--- src/rtl/falling_action_scheduler_pkg.sv ---
// Shared types and constants for the falling-piece action scheduler.
package falling_action_scheduler_pkg;

  localparam int unsigned TEST_POSITIONS  = 5;
  localparam int unsigned LOCK_DELAY      = 30;
  localparam int unsigned MAX_LOCK_RESETS = 15;

  typedef enum logic [2:0] {
    ACT_NONE,
    ACT_ROT_R,
    ACT_ROT_L,
    ACT_MOV_R,
    ACT_MOV_L,
    ACT_SOFT_DROP,
    ACT_HARD_DROP
  } action_t;

  typedef enum logic [1:0] {
    IDLE,
    SETTLE,
    READY,
    HARD_LOCK
  } sched_state_t;

  localparam int unsigned PEND_ROT_R = 0;
  localparam int unsigned PEND_ROT_L = 1;
  localparam int unsigned PEND_MOV_R = 2;
  localparam int unsigned PEND_MOV_L = 3;
  localparam int unsigned PEND_DOWN  = 4;
  localparam int unsigned PEND_HARD  = 5;
  localparam int unsigned PEND_W     = 6;

  function automatic logic [PEND_W-1:0] pend_mask(input action_t act);
    logic [PEND_W-1:0] m;
    m = '0;
    case (act)
      ACT_ROT_R:     m[PEND_ROT_R] = 1'b1;
      ACT_ROT_L:     m[PEND_ROT_L] = 1'b1;
      ACT_MOV_R:     m[PEND_MOV_R] = 1'b1;
      ACT_MOV_L:     m[PEND_MOV_L] = 1'b1;
      ACT_SOFT_DROP: m[PEND_DOWN]  = 1'b1;
      ACT_HARD_DROP: m[PEND_HARD]  = 1'b1;
      default:       m = '0;
    endcase
    return m;
  endfunction

endpackage

--- src/rtl/falling_action_scheduler_counter.sv ---
// Loadable down-counter that stops at zero.
module falling_action_scheduler_counter #(
  parameter int unsigned WIDTH = 3
) (
  input  logic             clk,
  input  logic             rst_l,
  input  logic             load,
  input  logic             en,
  input  logic [WIDTH-1:0] load_val,
  output logic [WIDTH-1:0] count
);

  always_ff @(posedge clk or negedge rst_l) begin
    if (!rst_l) begin
      count <= '0;
    end else if (load) begin
      count <= load_val;
    end else if (en && (count != '0)) begin
      count <= count - WIDTH'(1);
    end
  end

endmodule

--- src/rtl/falling_action_scheduler.sv ---
// Arbitrates latched piece requests against checker results, one commit per
// settle window, and runs the lock-delay timer.
module falling_action_scheduler #(
  parameter int unsigned TEST_POSITIONS  = falling_action_scheduler_pkg::TEST_POSITIONS,
  parameter int unsigned SETTLE_CYCLES   = TEST_POSITIONS + 1,
  parameter int unsigned LOCK_DELAY      = falling_action_scheduler_pkg::LOCK_DELAY,
  parameter int unsigned MAX_LOCK_RESETS = falling_action_scheduler_pkg::MAX_LOCK_RESETS
) (
  input  logic       clk,
  input  logic       rst_l,
  input  logic       spawn,
  input  logic       req_rotate_R,
  input  logic       req_rotate_L,
  input  logic       req_move_R,
  input  logic       req_move_L,
  input  logic       req_soft_drop,
  input  logic       req_hard_drop,
  input  logic       gravity_tick,
  input  logic       rotate_R_valid,
  input  logic       rotate_L_valid,
  input  logic       move_R_valid,
  input  logic       move_L_valid,
  input  logic       soft_drop_valid,
  output logic       commit_valid,
  output logic [2:0] commit_action,
  output logic       lock_piece,
  output logic       busy
);
  import falling_action_scheduler_pkg::*;

  localparam int unsigned SW = $clog2(SETTLE_CYCLES);
  localparam int unsigned LW = $clog2(LOCK_DELAY);
  localparam int unsigned RW = $clog2(MAX_LOCK_RESETS + 1);

  sched_state_t      state;
  logic [PEND_W-1:0] pend, pend_set, sel_mask;
  logic [LW-1:0]     lock_cnt;
  logic [RW-1:0]     reset_cnt;
  logic [SW-1:0]     settle_cnt;
  logic              grounded;
  action_t           sel_act;
  logic              sel_ok, lock_run, lock_expire, enter_settle;

  always_comb begin
    pend_set = '0;
    if ((state == SETTLE) || (state == READY)) begin
      pend_set = {req_hard_drop, gravity_tick | req_soft_drop, req_move_L,
                  req_move_R, req_rotate_L, req_rotate_R};
    end
    lock_run    = grounded || !soft_drop_valid;
    lock_expire = (state == READY) && lock_run && (lock_cnt == LW'(LOCK_DELAY - 1));

    sel_act = ACT_NONE;
    sel_ok  = 1'b0;
    if (pend[PEND_HARD]) begin
      sel_act = ACT_HARD_DROP; sel_ok = 1'b1;
    end else if (pend[PEND_ROT_R]) begin
      sel_act = ACT_ROT_R;     sel_ok = rotate_R_valid;
    end else if (pend[PEND_ROT_L]) begin
      sel_act = ACT_ROT_L;     sel_ok = rotate_L_valid;
    end else if (pend[PEND_MOV_R]) begin
      sel_act = ACT_MOV_R;     sel_ok = move_R_valid;
    end else if (pend[PEND_MOV_L]) begin
      sel_act = ACT_MOV_L;     sel_ok = move_L_valid;
    end else if (pend[PEND_DOWN]) begin
      sel_act = ACT_SOFT_DROP; sel_ok = soft_drop_valid;
    end
    sel_mask = pend_mask(sel_act);

    enter_settle = spawn || ((state == READY) && !lock_expire && sel_ok &&
                             (sel_act != ACT_HARD_DROP));
  end

  falling_action_scheduler_counter #(
    .WIDTH(SW)
  ) u_settle_cnt (
    .clk      (clk),
    .rst_l    (rst_l),
    .load     (enter_settle),
    .en       (state == SETTLE),
    .load_val (SW'(SETTLE_CYCLES - 1)),
    .count    (settle_cnt)
  );

  always_ff @(posedge clk or negedge rst_l) begin
    if (!rst_l) begin
      state         <= IDLE;
      commit_valid  <= 1'b0;
      commit_action <= ACT_NONE;
      lock_piece    <= 1'b0;
      busy          <= 1'b0;
      pend          <= '0;
      lock_cnt      <= '0;
      reset_cnt     <= '0;
      grounded      <= 1'b0;
    end else begin
      commit_valid <= 1'b0;
      lock_piece   <= 1'b0;
      pend         <= pend | pend_set;
      if (spawn) begin
        state     <= SETTLE;
        busy      <= 1'b1;
        pend      <= '0;
        lock_cnt  <= '0;
        reset_cnt <= '0;
        grounded  <= 1'b0;
      end else begin
        unique case (state)
          IDLE: busy <= 1'b0;
          SETTLE: begin
            if (settle_cnt == '0) begin
              state <= READY;
              busy  <= 1'b0;
            end
          end
          READY: begin
            // Clears apply before this cycle's new requests, so a same-cycle set survives.
            if (lock_expire) begin
              lock_piece <= 1'b1;
              pend       <= pend_set;
              state      <= IDLE;
            end else begin
              if (lock_run) lock_cnt <= lock_cnt + LW'(1);
              pend <= (pend & ~sel_mask) | pend_set;
              if (sel_act == ACT_HARD_DROP) begin
                commit_valid  <= 1'b1;
                commit_action <= ACT_HARD_DROP;
                pend          <= pend_set;
                state         <= HARD_LOCK;
              end else if (sel_ok) begin
                commit_valid  <= 1'b1;
                commit_action <= sel_act;
                state         <= SETTLE;
                busy          <= 1'b1;
                if (sel_act == ACT_SOFT_DROP) begin
                  lock_cnt <= '0;
                  grounded <= 1'b0;
                end else if (reset_cnt < RW'(MAX_LOCK_RESETS)) begin
                  lock_cnt  <= '0;
                  reset_cnt <= reset_cnt + RW'(1);
                end
              end else if (sel_act == ACT_SOFT_DROP) begin
                grounded <= 1'b1;
              end
            end
          end
          HARD_LOCK: begin
            lock_piece <= 1'b1;
            state      <= IDLE;
          end
          default: state <= IDLE;
        endcase
      end
    end
  end

endmodule

--- config.mk ---
export PLATFORM = sky130hd
export DESIGN_NAME = falling_action_scheduler
export DESIGN_NICKNAME = d
export VERILOG_FILES = /design/src/rtl/falling_action_scheduler_pkg.sv /design/src/rtl/falling_action_scheduler_counter.sv /design/src/rtl/falling_action_scheduler.sv
export SDC_FILE = /design/constraint.sdc
export NUM_CORES = 1
export LEC_CHECK = 0
export CORE_MARGIN = 10
export CORE_UTILIZATION = 55
export CTS_CLUSTER_SIZE = 8
export DETAILED_ROUTE_END_ITERATION = 10
export MAX_ROUTING_LAYER = met4
export PLACE_DENSITY_LB_ADDON = 0.08
export SYNTH_ARGS = -nofsm -noshare
export SYNTH_HDL_FRONTEND = slang
export SYNTH_SLANG_ARGS = --single-unit
--- constraint.sdc ---
create_clock -name clk -period 4.6 [get_ports clk]
set_input_delay 0.92 -clock clk [delete_from_list [all_inputs] [get_ports clk]]
set_output_delay 0.92 -clock clk [all_outputs]
set_load 0.05 [all_outputs]
== Word level (Yosys, flattened, before mapping) ==
Cells that the tools add are included.
Storage, ports and cells
  flip-flop bits (word level): 27
  bits of input ports: 15
  output and inout bits: 6
  word-level logic and storage cells: 137
Operators by class
  add/subtract/negate cells: 3
  magnitude comparators: 1
  equal/unequal tests: 19
  mux-type cells: 69
  bitwise operators: 7
  reduce and logical (&&, ||, !) cells: 28
Operator list (count)
  $mux 5: 8
  $mux 1: 31
  $mux 3: 10
  $mux 6: 5
  $mux 4: 7
  $ne 3x3->1 const B: 5
  $or 6x6->6: 2
  $reduce_bool 2->1: 6
  $mux 2: 5
  $eq 3x3->1 const B: 3
  $reduce_and 4->1: 2
  $reduce_bool 4->1: 2
  $and 6x6->6: 1
  $eq 3x2->1 const B: 2
  $logic_and 1x1->1: 6
  $ne 2x2->1 const B: 3
  $not 6->6: 1
  $pmux 2 s3: 1
  $reduce_and 6->1: 1
  $add 5x1->5 const B: 1
  $eq 5x5->1 const B: 1
  $ne 5x4->1 const B: 1
  $reduce_and 5->1: 1
  $add 4x1->4 const B: 1
  other kinds (16): 21

== Depth between registers and ports, before layout ==
  depth in word-level cells: 15
  depth in mapped cells: 9
  mapped depth without buffers: 7

== By module ==
From an unflattened synthesis, not the netlist that was laid out.
Unflattened totals
  cell total of the unflattened synthesis: 188
  area total of the unflattened synthesis: 1751.7 um^2
Modules (own cells, without submodules)
  falling_action_scheduler: times used 1, cells each 169, area an instance 1561.5 um^2, seq. area each 600.6 um^2
  falling_action_scheduler_counter: times used 1, cells each 19, area an instance 190.2 um^2, seq. area each 75.1 um^2

== Worst setup path before layout ==
No wires, ideal clock.
  path kind: input -> register
  from: input soft_drop_valid
  to: register reset_cnt[0]
  library setup time: 125 ps
  data arrival time: 2105 ps
  data required time: 4475 ps
  slack: 2370 ps
  stages: 6
  buffers on the path: 1
  cells stage by stage: nand2b_1 -> clkbuf_1 -> a21oi_4 -> nand2_2 -> nor4b_2 -> mux2_2
On the way
  longest elaborated chain between the ends: 8
  elaborated cells between the ends (all ways): 13
  classes of those cells: eq/ne (1); mux (6); reduce/logical (6)
Ends and longest elaborated chain
  start: declaration: line falling_action_scheduler.sv:23  | input logic soft_drop_valid,
  $mux 1: line falling_action_scheduler.sv:65  | end else if (pend[PEND_DOWN]) begin
  $mux 1: line falling_action_scheduler.sv:63  | end else if (pend[PEND_MOV_L]) begin
  $mux 1: line falling_action_scheduler.sv:61  | end else if (pend[PEND_MOV_R]) begin
  $mux 1: line falling_action_scheduler.sv:59  | end else if (pend[PEND_ROT_L]) begin
  $mux 1: line falling_action_scheduler.sv:57  | end else if (pend[PEND_ROT_R]) begin
  $mux 1: line falling_action_scheduler.sv:55  | if (pend[PEND_HARD]) begin
  $reduce_bool 2->1 (no line)
  $reduce_and 6->1 (no line) *
  end signal: assignment: line falling_action_scheduler.sv:140  | reset_cnt <= reset_cnt + RW'(1);
  end: declaration: line falling_action_scheduler.sv:38  | logic [RW-1:0] reset_cnt;
Mark *: on every way between the ends. The rest lies on a longest branch, timed or not.
A chain may end at the register's enable or synchronous reset.

== Worst setup path in the final report ==
  from: input move_R_valid
  to: register state[0]
On the way
  longest elaborated chain between the ends: 6
Ends and longest elaborated chain
  start: declaration: line falling_action_scheduler.sv:21  | input logic move_R_valid,
  $mux 1: line falling_action_scheduler.sv:61
  $mux 1: line falling_action_scheduler.sv:59
  $mux 1: line falling_action_scheduler.sv:57
  $mux 1: line falling_action_scheduler.sv:55
  $ne 5x4->1 (no line)
  $reduce_and 3->1 (no line)
  end signal: assignment: line falling_action_scheduler.sv:87  | state <= IDLE;
  end signal: assignment: line falling_action_scheduler.sv:101  | state <= SETTLE;
  end signal: assignment: line falling_action_scheduler.sv:112  | state <= READY;
  end: declaration: line falling_action_scheduler.sv:35  | sched_state_t state;
Every way passes these cells.

==> flow_summary.json <==
{
  "power.leakage_nw": 0.867,
  "finalHoldViolCount": 0,
  "fin_crit_ns": 2.51,
  "ys_warn_count": 0,
  "ys_seq_area_share_pct": 40.4,
  "synth_edf_count": 0,
  "path_class": "in2reg",
  "end_kind": "flip-flop",
  "hpwl_um": 2780,
  "syn2layout_area_growth_pct": 14.9,
  "grt_use_total_pct": 14.7,
  "rows": 19,
  "fin_util_pct": 67.9,
  "wire_per_inst_um": 15.2,
  "slew_violations": 0,
  "power_density_nw_per_um2": 415,
  "clock-sinks": 27,
  "tns_ns": 0,
  "cts-htree-levels": 1,
  "critPathLaunch": "move_R_valid",
  "start_util_pct": 59.1,
  "skew_ns": 0.00567,
  "r2r-start": "lock_cnt[1]",
  "power_w": 0.000797,
  "fmax_mhz": 399,
  "r2r-end": "reset_cnt[0]",
  "antenna_found_initial": 0,
  "drtPass1Iterations": 4,
  "synth_area_leader_cell": "dfrtp_1",
  "tightestPinTransition_ns": 0.667,
  "final_cell_area_um2": 1920,
  "vias": 1367,
  "min_period_over_period_pct": 54.5,
  "syn_area_um2": 1670,
  "whs_ns": 0.530,
  "wl_um": 3530,
  "clkLatencyLatePin_ns": 0.33,
  "antenna_cells": 0,
  "synth_fp_nets": 206,
  "yosys_most_used_dff": "dfrtp_1",
  "slew-limit-headroom_pct": 55.4,
  "cts_resized": 0,
  "grt_pass1_vias": 1413,
  "num-nets-final": 226,
  "final_layout_size_suffix_gt1_share_pct": 9.95,
  "worstPathMaxFanout": 17,
  "irDropWorstVdd_uv": 218,
  "drv_cap": 0,
  "regToRegSetupSlack_ns": 2.48,
  "syn_area_per_cell_um2": 9.19,
  "gr-total-overflow": 0,
  "hold_path_class": "reg2reg",
  "port_buffers": 20,
  "rsz0062_at_grt": "no",
  "synth.area.top_cells": "dfrtp_1, ha_1, nor2_1",
  "worstRegToRegCells": 7,
  "placed_area_um2": 1890,
  "cts_tree": "built",
  "die_y_um": 75.2,
  "synthCells": 182,
  "core_um2": 2830,
  "io_pins": 21,
  "ant_nets": 0,
  "synthArstFlopShare_pct": 100,
  "worstPathArrival_ns": 2.75,
  "finalSetupViolations": 0,
  "start_kind": "primary input",
  "clockBufferDepth": 2,
  "gp_congestion": 0.826,
  "status": "complete, no violations",
  "ctsHoldBuffers": 0,
  "cts_setup_buffers": 0,
  "drtIter0Drc": 92,
  "viasPerCell": 5.89,
  "drc": 0,
  "min_to": "busy",
  "required_ns": 4.84,
  "worstHoldStart": "busy",
  "synth-seq-cells": 27,
  "grt_pass1_wl_um": 6340,
  "die_w_um": 75.2,
  "cts-root-buf": "clkbuf_4",
  "grt_max_degree": 24,
  "numCtsBuffers": 3,
  "synthDominantCellAreaShare_pct": 40.4,
  "hold_path_depth": 1,
  "synth.distinct_cells": 46,
  "die-area_um2": 5650,
  "path_clk_slew_ns": 0.15
}
[cell usage in the layout (no fill, tap or decap), types with 2 or more instances in the layout]
master / count
dfrtp_1: 27
nor2_1: 25
clkdlybuf4s50_1: 20
nand2_1: 17
inv_1: 14
a21oi_1: 10
ha_1: 9
o21ai_0: 7
nand2b_1: 5
mux2i_1: 5
o221ai_1: 5
nor3_1: 4
a22oi_1: 4
and2_1: 4
a31oi_1: 3
mux2_2: 3
nand4_1: 3
clkbuf_4: 3
buf_4: 3
nor2b_1: 2
a221o_1: 2
or3_1: 2
[cell type report]
class,instances,area [um2]
clock buffer,3,22.5
clock inverter,1,7.51
fill,218,907
inverter,15,56.3
multi-input combinational,132,898
sequential,27,676
tap,31,38.8
timing repair buffer,23,223
[stage by stage]
stage	setup slack [ns]	cells
floorplan	2.37	182
global placement	1.77	228
detailed placement	1.72	228
CTS	2.10	232
global route	2.01	232
finish	2.09	232
[cells in the mapped netlist, drive strengths merged, types with 2 or more instances]
cell type and number:
a22oi 4, inv 15, and2 4, ha 9, nand4 3, a21oi 11
a31oi 3, nand2b 6, buf 6, or3 3, o21ai 7, a221o 2
clkbuf 2, nand2 18, nor2 26, o221ai 5, dfrtp 27, mux2 3
nor2b 2, mux2i 5, nor3 4
[report_power, final]
group / leakage [nW] / internal (W) / switching (W) / total [W]
logic: 0.506 / 0.000154 / 0.000216 / 0.000369
clock network: 0.0139 / 0.0000333 / 0.0000744 / 0.000108
registers: 0.346 / 0.000277 / 0.0000431 / 0.000320
[kinds of logic (layout without fill, tap and decap cells)]
kind of cell	count (synthesis)	in the layout	synth area share, %
xor gates and xnor gates	1	1	0.524
DFF	27	27	40.4
AOI/OAI and AO/OA	43	43	19.7
adders and majority gates	9	9	6.73
buffers and inverters	23	42	5.91
and+or+nand+nor	71	71	21.7
muxes	8	8	5.01
[metal layers]
metal | GRT usage [%] | up-vias | wire length, um
met5 | - | - | 0
met4 | 6.19 | 0 | 49
met3 | 3.29 | 5 | 138
met2 | 23.2 | 31 | 1700
met1 | 17.7 | 653 | 1640
li1 | - | 678 | -
[worst max-delay path by stage]
stage	cells past startpoint	end	slack, ns
final	5	state[0]	2.09
after global routing	6	reset_cnt[0]	2.01
after CTS	6	reset_cnt[0]	2.10
after detailed placement	6	reset_cnt[0]	1.72
after global placement	6	reset_cnt[0]	1.77
after floorplan	6	reset_cnt[0]	2.37
[registers in the layout, indices dropped and copies added (netlist names)]
| signal | cells |
|---|---|
| pend | 6 |
| lock_cnt | 5 |
| state | 2 |
| grounded | 1 |
| reset_cnt | 4 |
| busy | 1 |
| u_settle_cnt.count | 3 |
| commit_action | 3 |
| commit_valid | 1 |
| lock_piece | 1 |
[critical path, stage by stage]
cell	delay, ns
clkdlybuf4s50_1	0.42
or3_4	0.34
a32oi_4	0.51
a31oi_1	0.20
a221o_1	0.35
Note: power is estimated with default switching activity, not from simulation.
